<file path="src/rtl/gpio_cfg_regbank_pkg.sv">
// Shared definitions for the GPIO configuration register bank.
// Holds the default GPIO field positions, register geometry, the register
// word type, the well-known config register addresses and a small width helper.
package gpio_cfg_regbank_pkg;

  // GPIO write-bus field layout
  localparam int DEF_GPIO_W   = 25;
  localparam int DEF_WCLK_BIT = 24;
  localparam int DEF_ADDR_LSB = 0;
  localparam int DEF_ADDR_W   = 16;
  localparam int DEF_DATA_LSB = 16;
  localparam int DEF_DATA_W   = 8;

  // Register geometry
  localparam int DEF_BYTES      = 2;
  localparam int REG_W          = DEF_BYTES * DEF_DATA_W;
  localparam int DEF_NUM_REGS   = 32;
  localparam int DEF_NUM_STATUS = 8;

  // Indirect table access
  localparam int DEF_TBL_ADDR_REG   = 12;
  localparam int DEF_TBL_DATA_REG   = 13;
  localparam int DEF_TBL_DEPTH_LOG2 = 12;

  typedef logic [REG_W-1:0] cfg_word_t;

  // Index width for n entries, never narrower than one bit.
  function automatic int clog2_min1(input int n);
    return (n <= 2) ? 1 : $clog2(n);
  endfunction

endpackage

</file>
<file path="src/rtl/gpio_cfg_regbank_wclk_sync.sv">
// gpio_wclk_sync: brings the asynchronous GPIO write bus into the clk domain.
// The whole bus passes through two sync flops; a third flop on the w_clk bit
// gives rising-edge detection. The detected event and the address/data fields
// (taken from the second sync stage) are registered once more on the way out.
// Ports:
//   clk, rst  - system clock, synchronous active-high reset
//   gpio_in   - raw GPIO bus
//   wr_ev     - one-cycle write event
//   wr_addr   - address field captured with the event
//   wr_data   - data byte captured with the event
module gpio_wclk_sync #(
  parameter int GPIO_W   = 25,
  parameter int WCLK_BIT = 24,
  parameter int ADDR_LSB = 0,
  parameter int ADDR_W   = 16,
  parameter int DATA_LSB = 16,
  parameter int DATA_W   = 8
) (
  input  logic              clk,
  input  logic              rst,
  input  logic [GPIO_W-1:0] gpio_in,
  output logic              wr_ev,
  output logic [ADDR_W-1:0] wr_addr,
  output logic [DATA_W-1:0] wr_data
);

  // w_clk resets high in every stage so a strobe held high across reset
  // release is not seen as a rising edge.
  localparam logic [GPIO_W-1:0] SYNC_RST = GPIO_W'(1) << WCLK_BIT;

  logic [GPIO_W-1:0] sync1;
  logic [GPIO_W-1:0] sync2;
  logic              wclk_d3;

  // NOTE: clocked state uses non-blocking assignments so every flop samples
  // the pre-edge value of its source, which is what makes this a shift chain.
  always_ff @(posedge clk) begin
    if (rst) begin
      sync1   <= SYNC_RST;
      sync2   <= SYNC_RST;
      wclk_d3 <= 1'b1;
      wr_ev   <= 1'b0;
      wr_addr <= '0;
      wr_data <= '0;
    end else begin
      sync1   <= gpio_in;
      sync2   <= sync1;
      wclk_d3 <= sync2[WCLK_BIT];
      // Registered edge detect: aligns the event with its address/data and
      // places register updates three edges after w_clk is first sampled.
      wr_ev   <= sync2[WCLK_BIT] & ~wclk_d3;
      wr_addr <= sync2[ADDR_LSB +: ADDR_W];
      wr_data <= sync2[DATA_LSB +: DATA_W];
    end
  end

endmodule

</file>
<file path="src/rtl/gpio_cfg_regbank.sv">
// gpio_cfg_regbank: configuration register bank behind the PS GPIO write bus.
// Byte writes shift into multi-byte config registers MSB-first, trigger
// addresses emit one-cycle pulses, an addr/data register pair streams words
// into an external table with pointer auto-increment, and a registered
// readback mux serves config and status words.
// Ports:
//   clk, rst    - system clock, synchronous active-high reset
//   gpio_in     - raw GPIO write bus (w_clk strobe, address, data byte)
//   cfg_regs    - flattened config registers, reg i at [i*REG_W +: REG_W]
//   trig_pulse  - one-cycle pulse per write to a trigger address
//   tbl_wr      - table write strobe
//   tbl_addr    - table write address (tracks the pointer register)
//   tbl_data    - table write data
//   status_in   - read-only status words
//   rd_addr     - readback address
//   rd_data     - readback data, one cycle after rd_addr
module gpio_cfg_regbank
  import gpio_cfg_regbank_pkg::*;
#(
  parameter int GPIO_W         = DEF_GPIO_W,
  parameter int WCLK_BIT       = DEF_WCLK_BIT,
  parameter int ADDR_LSB       = DEF_ADDR_LSB,
  parameter int ADDR_W         = DEF_ADDR_W,
  parameter int DATA_LSB       = DEF_DATA_LSB,
  parameter int DATA_W         = DEF_DATA_W,
  parameter int BYTES          = DEF_BYTES,
  parameter int NUM_REGS       = DEF_NUM_REGS,
  parameter int NUM_STATUS     = DEF_NUM_STATUS,
  parameter logic [NUM_REGS-1:0] TRIG_MASK = '0,
  parameter int TBL_ADDR_REG   = DEF_TBL_ADDR_REG,
  parameter int TBL_DATA_REG   = DEF_TBL_DATA_REG,
  parameter int TBL_DEPTH_LOG2 = DEF_TBL_DEPTH_LOG2,
  localparam int RW            = BYTES * DATA_W
) (
  input  logic                       clk,
  input  logic                       rst,
  input  logic [GPIO_W-1:0]          gpio_in,
  output logic [NUM_REGS*RW-1:0]     cfg_regs,
  output logic [NUM_REGS-1:0]        trig_pulse,
  output logic                       tbl_wr,
  output logic [TBL_DEPTH_LOG2-1:0]  tbl_addr,
  output logic [RW-1:0]              tbl_data,
  input  logic [NUM_STATUS*RW-1:0]   status_in,
  input  logic [ADDR_W-1:0]          rd_addr,
  output logic [RW-1:0]              rd_data
);

  localparam int IDX_W  = clog2_min1(NUM_REGS);
  localparam int SIDX_W = clog2_min1(NUM_STATUS);
  localparam int CNT_W  = clog2_min1(BYTES);

  // ---------------------------------------------------------------------------
  // Write bus synchroniser
  // ---------------------------------------------------------------------------
  logic              wr_ev;
  logic [ADDR_W-1:0] wr_addr;
  logic [DATA_W-1:0] wr_data;

  gpio_wclk_sync #(
    .GPIO_W   (GPIO_W),
    .WCLK_BIT (WCLK_BIT),
    .ADDR_LSB (ADDR_LSB),
    .ADDR_W   (ADDR_W),
    .DATA_LSB (DATA_LSB),
    .DATA_W   (DATA_W)
  ) u_sync (
    .clk     (clk),
    .rst     (rst),
    .gpio_in (gpio_in),
    .wr_ev   (wr_ev),
    .wr_addr (wr_addr),
    .wr_data (wr_data)
  );

  // ---------------------------------------------------------------------------
  // Write decode
  // ---------------------------------------------------------------------------
  logic             wr_hit;
  logic [IDX_W-1:0] wr_idx;
  logic             hit_tbl_addr;
  logic             hit_tbl_data;

  // NOTE: every combinational output gets a value on every path (here by
  // plain full assignment), so no latch can be inferred.
  always_comb begin
    wr_hit       = wr_ev && (32'(wr_addr) < NUM_REGS);
    wr_idx       = wr_addr[IDX_W-1:0];
    hit_tbl_addr = wr_hit && (32'(wr_idx) == TBL_ADDR_REG);
    hit_tbl_data = wr_hit && (32'(wr_idx) == TBL_DATA_REG);
  end

  // ---------------------------------------------------------------------------
  // Config registers
  // ---------------------------------------------------------------------------
  logic [RW-1:0] cfg_mem [NUM_REGS];

  // NOTE: cfg_mem is a bank of flops feeding live outputs, not a RAM, so it
  // is reset like any other register.
  always_ff @(posedge clk) begin
    if (rst) begin
      for (int i = 0; i < NUM_REGS; i++) cfg_mem[i] <= '0;
    end else begin
      // Pointer write-back the cycle after a table write; a host write in the
      // same cycle is placed second so it takes precedence.
      if (tbl_wr)
        cfg_mem[TBL_ADDR_REG][TBL_DEPTH_LOG2-1:0] <= tbl_addr + TBL_DEPTH_LOG2'(1);
      // Shift the new byte in at the LSB; the oldest byte falls off the top.
      if (wr_hit)
        cfg_mem[wr_idx] <= RW'({cfg_mem[wr_idx], wr_data});
    end
  end

  for (genvar g = 0; g < NUM_REGS; g++) begin : g_flat
    assign cfg_regs[g*RW +: RW] = cfg_mem[g];
  end

  // ---------------------------------------------------------------------------
  // Trigger pulses: recomputed every cycle, so they can never stretch.
  // ---------------------------------------------------------------------------
  always_ff @(posedge clk) begin
    if (rst) trig_pulse <= '0;
    else     trig_pulse <= wr_hit ? (TRIG_MASK & (NUM_REGS'(1) << wr_idx)) : '0;
  end

  // ---------------------------------------------------------------------------
  // Table sequencer
  // ---------------------------------------------------------------------------
  logic [CNT_W-1:0] byte_cnt;
  logic             tbl_pend;   // word completed this cycle, issue next cycle

  always_ff @(posedge clk) begin
    if (rst) begin
      byte_cnt <= '0;
      tbl_pend <= 1'b0;
    end else begin
      tbl_pend <= 1'b0;
      if (hit_tbl_addr) begin
        byte_cnt <= '0;
      end else if (hit_tbl_data) begin
        if (byte_cnt == CNT_W'(BYTES - 1)) begin
          byte_cnt <= '0;
          tbl_pend <= 1'b1;
        end else begin
          byte_cnt <= byte_cnt + CNT_W'(1);
        end
      end
    end
  end

  always_ff @(posedge clk) begin
    if (rst) begin
      tbl_wr   <= 1'b0;
      tbl_addr <= '0;
      tbl_data <= '0;
    end else begin
      tbl_wr   <= tbl_pend;
      tbl_addr <= cfg_mem[TBL_ADDR_REG][TBL_DEPTH_LOG2-1:0];
      if (tbl_pend) tbl_data <= cfg_mem[TBL_DATA_REG];
    end
  end

  // ---------------------------------------------------------------------------
  // Readback mux: samples cfg_mem before any same-edge write lands.
  // ---------------------------------------------------------------------------
  logic [SIDX_W-1:0] s_idx;

  always_comb begin
    s_idx = SIDX_W'(32'(rd_addr) - NUM_REGS);
  end

  always_ff @(posedge clk) begin
    if (rst) begin
      rd_data <= '0;
    end else if (32'(rd_addr) < NUM_REGS) begin
      rd_data <= cfg_mem[rd_addr[IDX_W-1:0]];
    end else if (32'(rd_addr) < NUM_REGS + NUM_STATUS) begin
      rd_data <= status_in[int'(s_idx)*RW +: RW];
    end else begin
      rd_data <= '0;
    end
  end

endmodule

</file>
<file path="config.mk">
export PLATFORM = sky130hd
export DESIGN_NAME = gpio_cfg_regbank
export DESIGN_NICKNAME = d
export VERILOG_FILES = /design/src/rtl/gpio_cfg_regbank_pkg.sv /design/src/rtl/gpio_cfg_regbank_wclk_sync.sv /design/src/rtl/gpio_cfg_regbank.sv
export SDC_FILE = /design/constraint.sdc
export NUM_CORES = 1
export LEC_CHECK = 0
export ABC_AREA = 1
export CAP_MARGIN = 10
export CORE_AREA = 2 2 292 294
export CTS_CLUSTER_DIAMETER = 200
export DETAILED_ROUTE_END_ITERATION = 7
export DIE_AREA = 0 0 294 296
export HOLD_SLACK_MARGIN = 0.03
export PLACE_DENSITY = 0.73
export SLEW_MARGIN = 20
export SYNTH_ARGS = -nofsm -noshare
export SYNTH_HDL_FRONTEND = slang
export SYNTH_SLANG_ARGS = --single-unit
</file>
<file path="constraint.sdc">
create_clock -name clk -period 6.1 [get_ports clk]
set_input_delay 0.61 -clock clk [delete_from_list [all_inputs] [get_ports clk]]
set_output_delay 0.61 -clock clk [all_outputs]
set_load 0.005 [all_outputs]
</file>
Word-level counts from Yosys, hierarchy flattened
Memory sizes are Yosys's and may differ from the RTL's. A register that Yosys moved wholly into a read port is not among the register bits.
Index checks and enable logic that the tools add are counted.
{"block": "word_totals", "output_inout_bits": 589, "input_bits": 171, "ff_bits": 123, "ram_bits": 512, "mem_count": 1, "wordCells": 56}
{"memory": "cfg_mem", "depth": 32, "word_bits": 16, "rd": 34, "rd_ports_with_merged_regs": 1, "wr": 32, "line_no": "gpio_cfg_regbank.sv:95", "source": "logic [RW-1:0] cfg_mem [NUM_REGS];"}
{"block": "op_classes", "order_cmp": 3, "bitwise_logic": 10, "n_eq_ne": 3, "reduce_logical": 6, "n_addsub": 3, "n_shift": 1, "n_mux": 17}
{"op": "$shiftx A128 B8 Y16", "n": 1}
{"op": "$lt A16 B6 Y1 const B", "n": 3}
{"op": "$mux W16", "n": 3}
{"op": "$reduce_or A16 Y1", "n": 1}
{"op": "$add A12 B1 Y12 const B", "n": 1}
{"op": "$mux W12", "n": 1}
{"op": "$mux W1", "n": 11}
{"op": "$eq A5 B4 Y1 const B", "n": 2}
{"op": "$mux W5", "n": 2}
{"op": "$and A1 B1 Y1", "n": 5}
{"op": "$eq A5 B5 Y1 const A", "n": 1}
{"op": "$not A1 Y1", "n": 4}
{"op": "$logic_and A1 B1 Y1", "n": 3}
{"op": "$reduce_or A3 Y1", "n": 1}
{"op": "$sub A3 B1 Y3 const B", "n": 1}
{"op": "$reduce_or A2 Y1", "n": 1}
{"op": "$add A1 B1 Y1 const B", "n": 1}
{"op": "$or A1 B1 Y1", "n": 1}

Depth between registers and ports, before layout
Gate-level depths: netlist of the first run.
{"block": "logic_depth", "word_depth": 8, "mapped_depth": 13, "mapped_depth_nobuf": 11}

By module
A second synthesis of the first run with hierarchy kept.
{"block": "unflattened", "hier_cells": 3864, "hier_area_um2": 31510.2}
{"mod": "gpio_cfg_regbank", "seq_area_each_um2": 16315.6, "area_per_inst_um2": 29346.9, "instances": 1, "cells_each": 3630}
{"mod": "gpio_wclk_sync", "seq_area_each_um2": 1521.5, "area_per_inst_um2": 2163.3, "instances": 1, "cells_each": 234}

Worst setup path after synthesis of the first run
Ideal clock, no wire load.
{"block": "synth_timing", "path_kind": "input-to-reg", "startpoint": "in rst", "endpoint": "mem cfg_mem[25][0] (netlist name), enable pin", "required_time_ns": 5.728, "n_path_buf": 2, "cell_stages": 7, "slack_ns": 3.410, "t_arrival_ns": 2.318, "setup_time_ns": 0.372, "path_cell_list": "clkbuf_1 > inv_2 > nand3_1 > nor4_4 > nand2_2 > clkbuf_1 > nand2_1"}
{"item": "start, declared", "line_no": "gpio_cfg_regbank.sv:36", "source": "input logic rst,"}
{"item": "end, declared", "line_no": "gpio_cfg_regbank.sv:95"}

==> results of run 1 <==
==> layout make-up <==
class                      instances  area (sq um)
timing repair buffer             767          7640
inverter                         460          1740
antenna                            6          15.0
clock inverter                    45           433
clock buffer                      81          1870
fill                            7731         42500
sequential                       635         17800
multi-input combinational       2515         10800
tap                             1090          1360
==> power groups by stage <==
stage | clock network (uW) | registers (uW) | logic (uW)
after global placement | 0 | 5040 | 1250
after global routing | 4460 | 4960 | 1360
final | 4300 | 4950 | 1290
after CTS | 4310 | 4950 | 1270
after detailed placement | 0 | 5040 | 1260
after floorplan | 0 | 4980 | 561
==> placed cells by master, fill, tap and decap left out, types with 3 or more instances in the layout <==
master | netlist | final
a21oi_1 | 38 | 38
buf_12 | 0 | 5
buf_4 | 34 | 36
bufinv_16 | 0 | 5
clkbuf_1 | 162 | 6
clkbuf_16 | 0 | 72
clkbuf_8 | 6 | 3
clkdlybuf4s50_1 | 0 | 723
clkinv_1 | 1 | 19
clkinv_2 | 0 | 7
clkinv_4 | 0 | 5
clkinvlp_4 | 0 | 3
conb_1 | 1 | 32
dfxtp_1 | 123 | 123
diode_2 | 0 | 6
edfxtp_1 | 512 | 512
inv_1 | 453 | 449
inv_2 | 6 | 7
inv_6 | 0 | 5
nand2_1 | 884 | 883
nand2_2 | 31 | 32
nand3_1 | 343 | 343
nand4_1 | 10 | 10
nor2_1 | 803 | 793
nor2_2 | 0 | 4
nor2_4 | 0 | 6
nor3_1 | 8 | 8
nor4_4 | 3 | 3
o211ai_1 | 24 | 24
o21ai_0 | 287 | 287
o221ai_1 | 15 | 15
o22ai_1 | 18 | 18
or2_2 | 8 | 8
==> state kept, by name, indices dropped and copies added (netlist names) <==
name,cells
byte_cnt,1
cfg_mem,512
rd_data,16
tbl_addr,12
tbl_data,16
tbl_pend,1
tbl_wr,1
u_sync.sync1,25
u_sync.sync2,25
u_sync.wclk_d3,1
u_sync.wr_addr,16
u_sync.wr_data,8
u_sync.wr_ev,1
==> metrics by stage <==
stage                     area (sq um)  utilization (%)  hold WS, ns  worst slack (ns)
after floorplan                  31700                -        0.373              3.41
after global placement           39400             46.7        0.380              2.19
after detailed placement         39400             46.8        0.392              2.16
after CTS                        41700             49.5        0.349              2.14
after global routing             41700             49.5        0.386              1.86
final                            41700             49.5        0.371              1.89
==> path summary, 6_finish.rpt <==
| path | endpoint | depth (start not counted) |
|---|---|---|
| worst min register to register | u_sync.wr_data[7] | 2 |
| worst min-delay path | u_sync.sync1[9] | 2 |
| worst max register to register | cfg_mem[22][8] | 9 |
| worst max-delay path | cfg_mem[22][8] | 9 |
==> cell families (layout without fill, tap and decap cells) <==
group                    count (synthesis)  count (layout)  synth area share, %
buffers and inverters                  751            1353                 9.83
flip-flops                             635             635                 56.5
adder cells (fa/ha/maj)                  1               1               0.0396
AND/OR/NAND/NOR                       2094            2094                 27.0
AO/OA/AOI/OAI                          386             386                 6.59
XOR/XNOR                                 2               2               0.0555
other                                    1              38               0.0119
==> metal layers <==
metal | GRT usage, % | vias up
met3 | 9.29 | 433
met4 | 20.9 | 2
met2 | 51.3 | 2407
met5 | 0 | -
met1 | 40.6 | 14400
li1 | - | 13500
==> worst reg2reg max path, cell delays in order, from the launching register on <==
cell      delay (ns)
dfxtp_1         0.70
inv_2           0.23
nor3_1          0.83
o21ai_0         0.42
nand2_1         0.16
nor2_1          0.05
nand2_1         0.09
clkinv_1        0.93
buf_12          0.53
nor2_1          0.13
==> run summary, run 1 <==
Fraction of power consumed by the clock network -> 40.8%
Family of cells with the greatest summed delay on the critical path -> buffers and inverters
Total Die Area -> 0.0870 sq mm
Fin nets -> 4620
Total global routing overflow -> 0
Met3 wire length -> 20100 um
Switching share of power -> 26.8%
Number of standard cells after synthesis -> 3870
Worst vdd rail ir drop -> 0.188 mV
Start point of the worst hold path -> rst
Post-Route M1 WL -> 52300 um
Clock tree from TritonCTS -> built
Die X-Extent -> 294 um
Placed Instances -> 5467
Buffer and inverter count on the worst path -> 3
Violation count after the first detailed-routing iteration -> 4800
Worst Max-Slew Pin Slew -> 1.20 ns
RD Place Congestion -> 0.966
Sequential area share after synthesis -> 56.5%
Aggregate routed wire length -> 150000 um
Fraction of final layout cells sized beyond drive strength 1 -> 4.69%
Pin count of the biggest net entering global routing -> 183
Global-route wire length before repair -> 205000 um
Switching power summed over all nets -> 2830 uW
Port Buf Inserts -> 727
Kind of path behind the tightest hold check -> primary input to register
Post-route non-filler standard cell count -> 5599
Arrival time of the worst setup path -> 4.70 ns
Number of remaining DRC errors -> 5
CTS Sinks -> 635
Most frequently used cell type in the post-synthesis netlist -> nand2_1
Post-CTS Hold Fix Bufs -> 0
Worst-Skew Late Latency -> 0.64 ns
Pwr per Cell Area -> 253 mW/mm^2
Worst slew margin -> 19.3%
Total design power -> 10500 uW
Internal power -> 7720 uW
Critical path cell sequence -> inv_2, nor3_1, o21ai_0, nand2_1, nor2_1, nand2_1, clkinv_1, buf_12, nor2_1
Setup fix buffers added after clock tree synthesis -> 0
Crit. Startpoint -> u_sync.wr_addr[2]
Final routed wire length divided by cell count -> 26.8 um
Starting Density -> 37.5%
Floorplan core area -> 0.0842 sq mm
Start-to-end type of the worst setup path -> register to register
Failing checks -> design-rule violations
Post-route clock period utilization -> 69.1%
Worst Setup End Kind -> register
Number of buffers inserted during clock tree synthesis -> 69
Length of the first detailed-routing pass in iterations -> 8
Static Leak -> 0.0167 uW
Number of top-level design ports -> 760
Flops & latches, synth -> 635
Library cell occupying the most area in the post-synthesis netlist -> edfxtp_1
Root Driver -> clkbuf_16
Clock transition at the registers of the reported paths -> 0.06 ns
Maximum fanout along the worst path -> 16
Post-synth top cells -> nand2_1 (884), nor2_1 (803), edfxtp_1 (512), inv_1 (453), nand3_1 (343)
Internal reg-to-reg setup slack -> 1.89 ns
Data required time at the worst endpoint -> 6.59 ns
Post-Syn Area -> 0.0316 sq mm
Vias in the first global route -> 28300
Area share of the leading cell type in the synthesized netlist -> 48.7%
Number of vias in the routed layout -> 30700
Minimum clock period after layout -> 4.21 ns
Worst clock skew on the final layout -> 0.0312 ns
Maximum clock frequency -> 237 MHz
Number of vias per cell -> 5.49
Count of distinct cell types in the synthesized netlist -> 33
CP Launch Type -> register
Total number of yosys warnings -> 0
Longest individual stage delay on the worst path -> 0.93 ns
Setup TNS Final -> 0 ns
Count of cells resized by post-cts repair -> 0
Number of enable flip-flop cells after synthesis -> 512
Final hold viol count -> 0
Buffer depth of the longest clock path -> 3
Post-synth top flop -> edfxtp_1
Number of endpoints failing setup at the final stage -> 0
Cell at the slowest stage of the critical path -> clkinv_1
Antenna Nets Post-Route -> 0
Power share of the combinational group -> 12.3%
Power share of the sequential group -> 46.9%
Met2 routed wirelength -> 67200 um
Unrepaired setup endpoints after global routing -> no
Most area-consuming cells after synthesis -> edfxtp_1 (49%), nand2_1 (11%), nor2_1 (9.6%), dfxtp_1 (7.8%), nand3_1 (5.4%)
Worst reg2reg path startpoint -> u_sync.wr_addr[2]
Final HPWL from detailed placement -> 109000 um
Outcome -> finished, violations left
H-tree level count -> 3
Number of antenna violations at the first check in global routing -> 10
Share of flip-flops with an asynchronous set or reset -> 0%
Reported max-cap violation count -> 0
Synthesized area per cell -> 8.16 sq um
Uppermost signal routing layer after detailed routing -> met5
Num rows -> 107
Height of the chip -> 296 um
Count of pins over their slew limit -> 0
Layout overhead on the synthesized area -> 32.1%
All-layer global routing usage -> 33.0%
(Power assumes the default switching activity.)
==> run 2, diff against run 1 <==
Settings changed: CORE_AREA 2 2 292 294 to 2 2 298 300, DIE_AREA 0 0 294 296 to 0 0 300 302, PLACE_DENSITY 0.73 to 0.74.
Clock period 6.1 ns to 3.5 ns, I/O delays scaled along.
==> run 2 against run 1 <==
Against the previous run: global-route usage shrank 1.5 points; the run now ends clean; cell area grew 1.4%; hold slack lost 0.31 ns; worst setup slack lost 1.5 ns; cell count grew 2.1%; critical endpoint is now cfg_mem[11][9]; clock-buffer cell count grew 6.
==> run summary, run 2 (synthesized netlist as in run 1, its figures left out) <==
Root Driver -> clkbuf_16
Worst setup slack before clock tree synthesis -> 0.447 ns
Antenna Nets Post-Route -> 0
Worst Max-Slew Pin Slew -> 1.05 ns
Worst-Skew Late Latency -> 0.66 ns
Hold_ws -> 0.0581 ns
Unrepaired setup endpoints after global routing -> no
Largest register FFs -> 512
Reported max-cap violation count -> 0
Maximum fanout along the worst path -> 17
Worst vdd rail ir drop -> 0.360 mV
Num rows -> 109
RD Place Congestion -> 0.981
Cells on worst reg2reg path -> 8
All-layer global routing usage -> 31.5%
Global-route wire length before repair -> 204000 um
Setup fix buffers added after clock tree synthesis -> 0
CTS Sinks -> 635
Outcome -> completed
Aggregate routed wire length -> 149000 um
Internal reg-to-reg setup slack -> 0.41 ns
Total design power -> 18700 uW
Most flop-heavy register -> cfg_mem
Layout overhead on the synthesized area -> 33.9%
Number of endpoints failing setup at the final stage -> 0
Height of the chip -> 302 um
Top library cells by usage in the layout, fill and taps aside -> nand2_1 (883), nor2_1 (795), clkdlybuf4s50_1 (723)
Pwr per Cell Area -> 442 mW/mm^2
Kind of path behind the tightest hold check -> primary input to register
Pin count of the biggest net entering global routing -> 82
Static Leak -> 0.0169 uW
Worst slew margin -> 30.2%
Setup TNS Final -> 0 ns
Final routed wire length divided by cell count -> 26.0 um
Number of vias in the routed layout -> 30700
Maximum clock frequency -> 323 MHz
Die X-Extent -> 300 um
Number of antenna violations at the first check in global routing -> 10
Final hold viol count -> 0
Buffer depth of the longest clock path -> 3
Minimum clock period after layout -> 3.09 ns
Worst setup slack after layout -> 0.409 ns
Floorplan core area -> 0.0876 sq mm
Violation count after the first detailed-routing iteration -> 4223
Start-to-end type of the worst setup path -> register to register
Biggest regs -> cfg_mem: 512 flops, u_sync.sync1: 25 flops, u_sync.sync2: 25 flops
Length of the first detailed-routing pass in iterations -> 6
Arrival time of the worst setup path -> 3.34 ns
Count of cells resized by post-cts repair -> 0
Critical path cell sequence -> nor2_1, nand2_1, nor2_1, nand3_1, buf_4, nor4_4, nand2_2, nand2_1
Total Die Area -> 0.0906 sq mm
Longest individual stage delay on the worst path -> 0.72 ns
H-tree level count -> 3
Number of buffers inserted during clock tree synthesis -> 70
Final HPWL from detailed placement -> 111000 um
Worst hold path stage count -> 2
Cell at the slowest stage of the critical path -> nand2_1
Vias in the first global route -> 28300
Most common cell after layout, fill and taps aside -> nand2_1
Total global routing overflow -> 0
Data required time at the worst endpoint -> 3.75 ns
FF+latch area -> 0.0178 sq mm
CP Launch Type -> register
Worst clock skew on the final layout -> 0.0372 ns
Fraction of final layout cells sized beyond drive strength 1 -> 5.70%
Count of pins over their slew limit -> 0
Clock tree from TritonCTS -> built
Clock transition at the registers of the reported paths -> 0.06 ns
Fin nets -> 4659
Worst Setup End Kind -> register
Number of filler cells placed in the layout -> 8158
Post-route clock period utilization -> 88.3%
Number of vias per cell -> 5.37
Post-CTS Hold Fix Bufs -> 0
Number of remaining DRC errors -> 0
Starting Density -> 36.0%
Number of top-level design ports -> 760
Total area of multi-input combinational cells -> 0.0108 sq mm
Port Buf Inserts -> 727
[run 2: per-layer routing]
metal | share of wire (%) | track usage, %
met2 | 45 | 49.8
met1 | 35 | 37.7
met5 | 0 | 0
met4 | 7.3 | 20.3
met3 | 13 | 9.27
[run 2: path summary, 6_finish.rpt]
path	start	endpoint
max	u_sync.wr_addr[9]	cfg_mem[11][9]
min	rst	u_sync.sync1[10]
max reg2reg	u_sync.wr_addr[9]	cfg_mem[11][9]
min reg2reg	u_sync.wclk_d3	u_sync.wr_ev
[run 2: report_power, final]
group,internal [uW],switching (uW),total (uW)
Sequential,8390,246,8640
Combinational,866,1430,2300
Clock,4500,3250,7750
Total,13800,4930,18700
[run 2: final cells by class]
cell class | instances | area share, %
multi-input cells | 2515 | 25.5
repair buffers | 805 | 19.0
well taps | 1165 | 3.45
flip-flops and latches | 635 | 42.2
diodes | 10 | 0.0592
clock inverters | 40 | 1.15
inverters | 460 | 4.12
clock buffers | 87 | 4.49
[run 2: critical path, delay by kind of cell, from the launching register on]
kind | cells | cell delay, ns
flip-flops | 1 | 0.31
AND/OR/NAND/NOR | 7 | 2.14
buffers and inverters | 1 | 0.24
[run 2: through the flow]
step	cells	utilization [%]	area, sq um
6_report	5717	48.3	42300
3_3_place_gp	5580	45.5	39800
5_1_grt	5713	48.3	42300
4_1_cts	5707	48.2	42200
3_5_place_dp	5580	45.5	39800
2_1_floorplan	3901	-	31700
